## config.mk

```make
export PLATFORM = sky130hd
export DESIGN_NAME = chunked_addsub
export DESIGN_NICKNAME = d
export VERILOG_FILES = /design/src/rtl/chunked_addsub.sv
export SDC_FILE = /design/constraint.sdc
export NUM_CORES = 1
export LEC_CHECK = 0
export ABC_AREA = 1
export ABC_CLOCK_PERIOD_IN_PS = 3500
export CORE_AREA = 2 2 52 73
export DETAILED_ROUTE_END_ITERATION = 7
export DIE_AREA = 0 0 54 75
export PLACE_DENSITY_LB_ADDON = 0.2
export SYNTH_ARGS = -nofsm -noshare
export SYNTH_HDL_FRONTEND = slang
export SYNTH_SLANG_ARGS = --single-unit
```

## constraint.sdc

```tcl
create_clock -name clk -period 3.5 [get_ports clk]
set_input_delay 0.7 -clock clk [delete_from_list [all_inputs] [get_ports clk]]
set_output_delay 0.7 -clock clk [all_outputs]
set_load 0.02 [all_outputs]
```

## src/rtl/chunked_addsub.sv

```systemverilog
// chunked_addsub: multi-cycle two's-complement adder/subtractor.
// Operands are consumed CHUNK bits per clock through a CHUNK-bit carry chain,
// with valid/ready handshakes on both input and output sides.
// Optional feature macro: CHUNKED_ADDSUB_SAT_EN (saturate result on signed overflow).
module chunked_addsub #(
  parameter int WIDTH = 8,
  parameter int CHUNK = 2
) (
  input  logic             clk,
  input  logic             rst_n,
  input  logic             in_valid,
  output logic             in_ready,
  input  logic [WIDTH-1:0] a,
  input  logic [WIDTH-1:0] b,
  input  logic             sub,
  output logic             out_valid,
  input  logic             out_ready,
  output logic [WIDTH-1:0] sum,
  output logic             carryout,
  output logic             overflow,
  output logic             zero
);

  localparam int N  = WIDTH / CHUNK;
  localparam int KW = (N > 1) ? $clog2(N) : 1;
  localparam int IW = $clog2(WIDTH);

  typedef enum logic [1:0] {IDLE, BUSY, DONE} state_t;

  state_t           state_reg, state_next;
  logic [WIDTH-1:0] opa_reg;
  logic [WIDTH-1:0] opb_reg;
  logic             carry_reg;
  logic [KW-1:0]    k_reg;
  logic [WIDTH-1:0] sum_reg;
  logic             carryout_reg;
  logic             overflow_reg;
  logic             zero_reg;

  // Per-cycle chunk datapath
  logic [IW-1:0]    chunk_base;
  logic [CHUNK-1:0] chunk_a;
  logic [CHUNK-1:0] chunk_b;
  logic [CHUNK:0]   chunk_sum;
  logic             chunk_cout;
  logic             msb_cin;
  logic             last_chunk;
  logic             ovf_now;
  logic [WIDTH-1:0] sum_wrapped;
  logic [WIDTH-1:0] sum_final;
  logic [N-1:0]     chunk_nonzero;
  logic             final_is_zero;

  // Select the active chunk and add it with the running carry
  always_comb begin
    chunk_base  = IW'(k_reg) * IW'(CHUNK);
    chunk_a     = opa_reg[chunk_base +: CHUNK];
    chunk_b     = opb_reg[chunk_base +: CHUNK];
    chunk_sum   = {1'b0, chunk_a} + {1'b0, chunk_b} + {{CHUNK{1'b0}}, carry_reg};
    chunk_cout  = chunk_sum[CHUNK];
    // Carry into the top bit of this chunk, recovered from its sum bit.
    msb_cin     = chunk_sum[CHUNK-1] ^ chunk_a[CHUNK-1] ^ chunk_b[CHUNK-1];
    last_chunk  = (k_reg == KW'(N - 1));
    ovf_now     = msb_cin ^ chunk_cout;
    // On the last chunk the lower chunks are already in sum_reg; splice in the top one.
    sum_wrapped = sum_reg;
    sum_wrapped[WIDTH-1 -: CHUNK] = chunk_sum[CHUNK-1:0];
  end

  // Final result: wrapped, or clamped toward the sign of opA on overflow
`ifdef CHUNKED_ADDSUB_SAT_EN
  always_comb begin
    sum_final = sum_wrapped;
    if (ovf_now) begin
      sum_final = {opa_reg[WIDTH-1], {(WIDTH-1){~opa_reg[WIDTH-1]}}};
    end
  end
`else
  assign sum_final = sum_wrapped;
`endif

  // Zero detect on the final value, reduced chunk by chunk
  genvar gi;
  generate
    for (gi = 0; gi < N; gi++) begin : g_zero
      assign chunk_nonzero[gi] = |sum_final[gi*CHUNK +: CHUNK];
    end
  endgenerate
  assign final_is_zero = ~|chunk_nonzero;

  // State register
  always_ff @(posedge clk) begin
    if (!rst_n) begin
      state_reg <= IDLE;
    end else begin
      state_reg <= state_next;
    end
  end

  // Next-state logic
  always_comb begin
    state_next = state_reg;
    case (state_reg)
      IDLE:    if (in_valid) state_next = BUSY;
      BUSY:    if (last_chunk) state_next = DONE;
      DONE:    if (out_ready) state_next = IDLE;
      default: state_next = IDLE;
    endcase
  end

  // Handshake outputs decoded from the state
  always_comb begin
    in_ready  = (state_reg == IDLE);
    out_valid = (state_reg == DONE);
  end

  // Operand latch, chunk accumulation and flag capture
  always_ff @(posedge clk) begin
    if (!rst_n) begin
      opa_reg      <= '0;
      opb_reg      <= '0;
      carry_reg    <= 1'b0;
      k_reg        <= '0;
      sum_reg      <= '0;
      carryout_reg <= 1'b0;
      overflow_reg <= 1'b0;
      zero_reg     <= 1'b0;
    end else begin
      case (state_reg)
        IDLE: begin
          if (in_valid) begin
            opa_reg   <= a;
            opb_reg   <= sub ? ~b : b;
            carry_reg <= sub;
            k_reg     <= '0;
          end
        end
        BUSY: begin
          carry_reg <= chunk_cout;
          if (last_chunk) begin
            sum_reg      <= sum_final;
            carryout_reg <= chunk_cout;
            overflow_reg <= ovf_now;
            zero_reg     <= final_is_zero;
            k_reg        <= '0;
          end else begin
            sum_reg[chunk_base +: CHUNK] <= chunk_sum[CHUNK-1:0];
            k_reg                        <= k_reg + 1'b1;
          end
        end
        default: begin
        end
      endcase
    end
  end

  assign sum      = sum_reg;
  assign carryout = carryout_reg;
  assign overflow = overflow_reg;
  assign zero     = zero_reg;

endmodule

```

==> Word level (Yosys, flattened, before mapping) <==
Index checks and enable logic that the tools add are counted.
{ "word_totals": {"out_inout_bits": 13, "reg_bits": 32, "input_bits": 21, "elab_cells": 50} }
{ "classes": {"n_bitwise": 5, "shifts": 4, "n_reduce_logical": 9, "n_addsub": 4, "n_eq_ne": 6, "n_mux": 12} }
{ "op_table": {"columns": ["op", "count"], "rows": [
  ["$mux 8", 2],
  ["$shiftx 8x4->2", 2],
  ["$mux 2", 5],
  ["$bwmux 8", 1],
  ["$not 8->8", 1],
  ["$reduce_and 2->1", 4],
  ["$reduce_or 8->1", 1],
  ["$shift 2x5->8 const A", 1],
  ["$shiftx 2x5->8", 1],
  ["$pmux 2 s3", 1],
  ["$neg 3->5", 1],
  ["$eq 2x2->1 const B", 2],
  ["$ne 2x2->1 const B", 2],
  ["$pmux 2 s2", 1],
  ["$add 2x2->3", 1],
  ["$add 3x1->3", 1],
  ["$reduce_and 3->1", 1],
  ["$xor 1x1->1", 3],
  ["$add 2x1->2 const B", 1],
  ["$eq 2x1->1 const B", 1],
  ["$logic_not 2->1", 1],
  ["$ne 2x1->1 const B", 1],
  ["$pmux 1 s2", 1],
  ["$reduce_bool 2->1", 1],
  ["3 further kinds", 3]
]} }

==> Logic depth before layout (Yosys ltp) <==
{ "logic_depth": {"word_depth": 6, "mapped_depth": 12, "mapped_depth_nobuf": 12} }

==> Worst setup path before layout <==
Ideal clock, no wire load.
{ "synth_path": {"path_kind": "reg2reg", "startpoint": "register k_reg[0]", "endpoint": "register overflow_reg (netlist: overflow)", "synth_period_minus_slack_ps": 2428, "stages_incl_launch_ff": 13, "setup_time_ps": 109, "path_buffers": 1, "arrival_ps": 2319, "required_ps": 3391, "setup_slack_ps": 1072, "cell_sequence": "dfxtp_1 inv_2 buf_2 o21ai_0 o22ai_1 fa_1 fa_1 xor2_1 inv_1 nand2_1 nand3_1 nand2_1 inv_1"} }
{ "synth_via": {"elab_chain_cells": 6, "elab_cells_between_ends": 9, "classes_between": "add/sub (2); eq/ne (1); shift (2); bitwise (3); reduce/logical (1)"} }
{ "synth_rtl": {"columns": ["item", "line", "source"], "rows": [
  ["from (decl)", "34", "logic [KW-1:0] k_reg;"],
  ["from (signal assigned)", "148", "k_reg <= k_reg + 1'b1;"],
  ["$shiftx 8x4->2, on equally long branches", "57, 58", null],
  ["$add 2x2->3", "59", "chunk_sum = {1'b0, chunk_a} + {1'b0, chunk_b} + {{CHUNK{1'b0}}, carry_reg};"],
  ["$add 3x1->3", "59", null],
  ["$xor 1x1->1 (2 in series)", "62", "msb_cin = chunk_sum[CHUNK-1] ^ chunk_a[CHUNK-1] ^ chunk_b[CHUNK-1];"],
  ["$xor 1x1->1", "64", "ovf_now = msb_cin ^ chunk_cout;"],
  ["to (signal assigned)", "143", "overflow_reg <= ovf_now;"],
  ["to (decl)", "37", "logic overflow_reg;"]
]} }
Parallel ways exist; a longest one is shown, timed or not.
A chain may end at the register's enable or synchronous reset.

==> Worst setup path after layout <==
{ "layout_path": {"startpoint": "register k_reg[1]", "endpoint": "register overflow_reg (netlist: overflow)"} }
Same word-level chain as after synthesis.

==> impl_metrics.py <==
metrics = {
    "routing": {
        "drc": 0,
        "dr.first_iter.drc_count": 33,
        "first_pass_iters": 4,
        "dr_total_vias": 1459,
        "vias_per_cell": 5.05,
        "routed_wl_mm": 3.20,
        "antenna_left": 0,
        "wl_per_cell_um": 11.1,
    },
    "timing": {
        "final.setup_skew_ns": 0.00308,
        "hold_viol": 0,
        "finalCritPeriodShare_pct": 72.0,
        "period_needed_ns": 2.52,
        "slew-limit-headroom_pct": 65.5,
        "hold-worst-slack_ns": 0.464,
        "clock.fmax_mhz": 397,
        "worstMarginPinSlew_ns": 0.516,
        "setup_tns_ns": 0,
        "setup_viol": 0,
        "grt_setup_unrepaired": "no",
        "slew_viol_final": 0,
    },
    "power_and_ir_drop": {
        "powerDensity_nw_per_um2": 420,
        "cellLeakagePower_nw": 0.840,
        "vdd_drop_max_mv": 0.255,
    },
    "clocking": {
        "cts_resized": 0,
        "holdBufCountCts": 0,
        "insertion_delay_ns": 0.28,
        "cts_buffers": 5,
        "ctsLongestPathBuffers": 2,
        "cts_tree": "done",
        "cts-root-buf": "clkbuf_8",
        "cts_max_level": 2,
        "cts_setup_buffers": 0,
        "cts.reportedPaths.clkPinSlew_ns": 0.06,
        "cts_sinks": 32,
    },
    "min_path": {
        "hold_path.startpoint": "carryout",
        "min_path_type": "flop to flop",
    },
    "setup_path": {
        "path_cells": "inv_2 -> o21ai_0 -> o22ai_1 -> fa_1 -> fa_1 -> xor2_1 -> inv_1 -> nand2_1 -> nand3_1 -> nand2_1 -> inv_1",
        "required_ns": 3.68,
        "r2r_start": "k_reg[1]",
        "cp-start-kind": "flop",
        "crit_arrival_ns": 2.70,
        "worst_path_max_delay_cell": "fa_1",
        "cp-endpoint": "overflow",
        "regToRegEndpoint": "overflow",
        "cp_max_fo": 11,
        "max_stage_delay_ns": 0.60,
        "cp-startpoint": "k_reg[1]",
        "r2r_setup_slack_ns": 0.98,
        "path_class": "flop to flop",
        "endpoint_kind": "flop",
        "rr_worst_depth": 11,
    },
    "outcome": {
        "outcome": "finished clean",
    },
    "yosys": {
        "synth_compound_gate_area_share_pct": 15.9,
        "netlist.area_leader.share_pct": 39.2,
        "yosys.area_share.simple_pct": 26.0,
        "synth_top_family_by_area": "simple AND/OR/NAND/NOR gates",
        "netlist_area_um2": 1630,
        "synthTopCellsByArea": "dfxtp_1 39%, nor2_1 8.5%, nand2_1 7.6%",
        "synthFlopType": "dfxtp_1",
        "yosys_register_bits": 32,
        "yosysMostFrequentCell": "nor2_1",
        "ys_seq_area_share_pct": 39.2,
        "synth_edf_count": 0,
        "async_flop_share_pct": 0,
        "avgSynthCellArea_um2": 7.50,
        "synth_top_area_cell": "dfxtp_1",
        "synthDistinctLibCells": 26,
        "synth_xor_area_share_pct": 4.82,
        "synth_nets": 247,
        "yosysWarnings": 0,
        "synthMuxAreaShare_pct": 0,
        "synth_fa_ha_area_share_pct": 7.04,
        "yosys-top-cells-count": "37 x nor2_1, 33 x nand2_1, 32 x dfxtp_1",
        "netlist_instances": 218,
    },
    "floorplanning": {
        "die_w_um": 54,
        "fp.dieH_um": 75,
        "die_area_um2": 4050,
        "initial_core_util_pct": 48.4,
        "rows": 25,
        "coreArea_um2": 3380,
        "io_pins": 34,
    },
    "global_route": {
        "grt_pass1_vias": 1309,
        "grtUsageTotal_pct": 18.8,
        "antenna_found_initial": 0,
        "grt_overflow": 0,
        "grt_first_pass_wirelength_mm": 5.43,
        "grt_max_degree": 25,
    },
    "cells_and_area": {
        "layout-drive-gt1-share_pct": 8.03,
        "insertedDiodeCount": 0,
        "finalNetCount": 280,
        "area_growth_pct": 25.1,
    },
    "placed_design": {
        "dp_hpwl_mm": 2.37,
        "io_buffers": 33,
        "gp_congestion": 0.891,
    },
    "job": {
        "cap_violations": 0,
    },
}
[worst max-delay path: cells and delay by family, from the launching register on]
family                   cells  cell delay (ns)
adder cells (fa/ha/maj)      2             1.01
AND/OR/NAND/NOR              3             0.19
AO/OA/AOI/OAI                2             0.22
flip-flops                   1             0.54
buffers and inverters        3             0.24
XOR/XNOR                     1             0.20
[logic make-up (layout without fill, tap and decap cells)]
group	Yosys count	count (layout)
AND/OR/NAND/NOR	97	97
AO/OA/AOI/OAI	46	46
buffers and inverters	26	57
adder cells (fa/ha/maj)	8	8
flip-flops	32	32
XOR/XNOR	9	9
[how the worst min path moves through the flow]
| stage | depth (start not counted) | end | slack [ns] |
|---|---|---|---|
| after floorplan | 2 | opa_reg[5] | 0.44 |
| after global placement | 2 | sum[7] | 0.45 |
| after detailed placement | 2 | carryout | 0.46 |
| after CTS | 2 | carryout | 0.46 |
| after global routing | 2 | opb_reg[1] | 0.50 |
| final | 2 | carryout | 0.46 |
[placed cells by master, fill, tap and decap left out, types with 2 or more instances in the layout]
cell type / count
nand3_1: 9
clkdlybuf4s50_1: 33
dfxtp_1: 32
fa_1: 2
nor2_2: 3
nand2_2: 6
o21ai_0: 19
inv_1: 15
nand4_1: 3
nor3_1: 4
xnor2_1: 8
nand2_1: 33
o22ai_1: 2
nor2_1: 37
a211oi_1: 9
clkbuf_8: 5
inv_2: 3
a21oi_1: 14
ha_1: 6
[routing by layer]
metal	vias to the layer above	wire length, µm	global-route usage [%]
met5	-	0	0
met4	0	67	10.0
met3	5	114	4.76
met2	25	1650	33.9
met1	654	1380	19.3
li1	775	-	-
[through the flow]
stage          power, mW  cell area, µm²  instances  setup WS, ns  utilization [%]
6_report           0.859            2040        289         0.982             60.5
5_1_grt            0.916            2040        289         0.719             60.5
4_1_cts            0.867            2040        289         0.995             60.5
3_5_place_dp       0.623            1980        284          1.01             58.5
3_3_place_gp       0.621            1980        284          1.07             58.5
2_1_floorplan      0.563            1630        218          1.07                -
[report_power, final]
group	internal (mW)	switching, mW
combinational	0.0906	0.118
clock	0.128	0.117
sequential	0.389	0.0161
[area by class of cell]
type	instances	area (µm²)
sequential	32	641
multi-input combinational	160	880
fill	315	1330
clock buffer	5	68.8
tap	40	50.0
timing repair buffer	34	338
inverter	18	67.6
No activity file was read; power rests on OpenSTA's default activity.
==> variant (same flow settings) <==
Change the parameter `CHUNK` from 2 to 1.
--- a/src/rtl/chunked_addsub.sv
+++ b/src/rtl/chunked_addsub.sv
@@ -4,7 +4,7 @@
 // Optional feature macro: CHUNKED_ADDSUB_SAT_EN (saturate result on signed overflow).
 module chunked_addsub #(
   parameter int WIDTH = 8,
-  parameter int CHUNK = 2
+  parameter int CHUNK = 1
 ) (
   input  logic             clk,
   input  logic             rst_n,
Check against the original RTL: not equivalent (Yosys sat finds a counterexample within 4 cycles, from zero or initial values and one cycle with rst_n low).
==> variant against the unedited design <==
Die area unchanged; sequential power increased by 1%; sequential cell count is 1 higher; global-route usage increased by 0.65 points; first-iteration DRC count shrank 6.1%; worst setup slack improved by 120 ps; cell area is 4.7% higher; routed wire length grew 6.1%; via count rose by 3.6%; total power up 3.0%; largest power group unchanged; area after synthesis rose by 4.0%; highest routed layer unchanged; utilization increased by 2.9 points.
==> variant: results (changes against the unedited design) <==
hold_buf cts=0 (unchanged); LEAKAGE=0.866 nW (+3.1%); Vias=1512 (+3.6%); hold_sp=opb_reg[6]$_SDFFE_PN0P_; largest net degree at the start of global routing=26 (+4.0%); VDD IR-drop max=273 µV (+7.0%); met3 WL=129 µm (+13%); antenna violations before repair=0 (unchanged); clock buffers created by TritonCTS=5 (unchanged); routed wl met2=1780 µm (+7.8%); total setup buffers inserted after CTS=0 (unchanged); drt total wl=3400 µm (+6.1%); CTS max path bufs=2 (unchanged); DR top layer=met4; clock skew=6.77 ps (+3.68 ps); CTS H-tree depth=2 (unchanged); final net count=286 (+2.1%); period utilisation layout=68.6% (-3.3 points); Critical-path top delay cell=dfxtp_1; Min-Delay Path Class=reg2reg; sequential element share of the synthesized area=38.9% (-0.32 points); asr flop ratio synth=0% (unchanged); Pre-Repair DR Iteration Count=4 (unchanged); port bufs=33 (unchanged); Post-synth top cells=33 x dfxtp_1, 28 x inv_1, 27 x a21oi_1, 27 x nand2_1, 14 x o21ai_0; Max FO, Critical Path=15 (+4); WP data arrival=2550 ps (-150 ps); DR iter-0 viols=31 (-6.1%); pre-CTS setup slack=1120 ps (+116 ps); antenna diode count=0 (unchanged); clk_lat worst skew=280 ps (about the same); status=finished, final reports clean; vias in the first global route=1366 (+4.4%); Syn Nets=252 (+2.0%); Routability Congestion=0.885 (-0.67%); Total Routing Usage GR=19.4% (+0.65 points); global-route wire length before repair=5660 µm (+4.2%); CP max stage delay=650 ps (+50 ps); HPWL after DPL=2560 µm (+7.8%); origin of the worst setup path=k_reg[0]$_SDFFE_PN0P_; routed metal-1 wire length=1390 µm (+0.94%); synth top area cells=dfxtp_1 39%, a21oi_1 8.0%, inv_1 6.2%; core box area=0.00338 mm² (unchanged); Top delay family on crit path=simple AND/OR/NAND/NOR gates; Clock transition at path regs=around 70 ps; Ys Warns=0 (unchanged); synth unique cells=30 (+15%); share of layout cells above drive strength 1=13.5% (+5.5 points); max_slew headroom=64.9% (-0.59 points)
-- variant: metal layers --
metal  track usage (%)  up-vias
met5                 0        -
met3              5.36        9
li1                  -      800
met2              35.0       36
met1              19.9      667
met4              10.0        0
-- variant: final cells by class --
class                      instances  area [µm²]
multi-input combinational        147         860
tap                               40        50.0
sequential                        33         661
fill                             325        1240
inverter                          37         139
timing repair buffer              35         345
clock buffer                       7        86.3
-- variant: power breakdown --
group	total, mW	internal (mW)	switching, mW
registers	0.411	0.397	0.0143
clock network	0.286	0.156	0.130
logic	0.187	0.0776	0.109
-- variant: metrics by stage --
| stage | hold slack (ps) | util (%) | cell area (µm²) | std cells |
|---|---|---|---|---|
| final | 450 | 63.4 | 2140 | 299 |
| after global routing | 467 | 63.4 | 2140 | 299 |
| after CTS | 453 | 63.4 | 2140 | 299 |
| after detailed placement | 444 | 60.8 | 2050 | 292 |
| after global placement | 436 | 60.8 | 2050 | 292 |
| after floorplan | 424 | - | 1700 | 225 |
-- variant: worst paths after layout --
path / to / depth (start not counted)
max: sum[1]$_SDFFE_PN0P_ / 9
min: opb_reg[6]$_SDFFE_PN0P_ / 2
max reg2reg: sum[1]$_SDFFE_PN0P_ / 9
min reg2reg: opb_reg[6]$_SDFFE_PN0P_ / 2
-- variant: cells by family after synthesis --
family	after synthesis	share of synthesized area, %
flops	33	38.9
fa+ha+maj	6	4.86
buf+inv	45	10.5
simple gates	73	21.9
compound gates	59	19.1
xor+xnor	9	4.64
-- variant: worst min-delay path: cells and delay by family (launching register included) --
family | cells | cell delay [ps]
flip-flops | 1 | 300
AO/OA/AOI/OAI | 1 | 50
buffers and inverters | 1 | 60
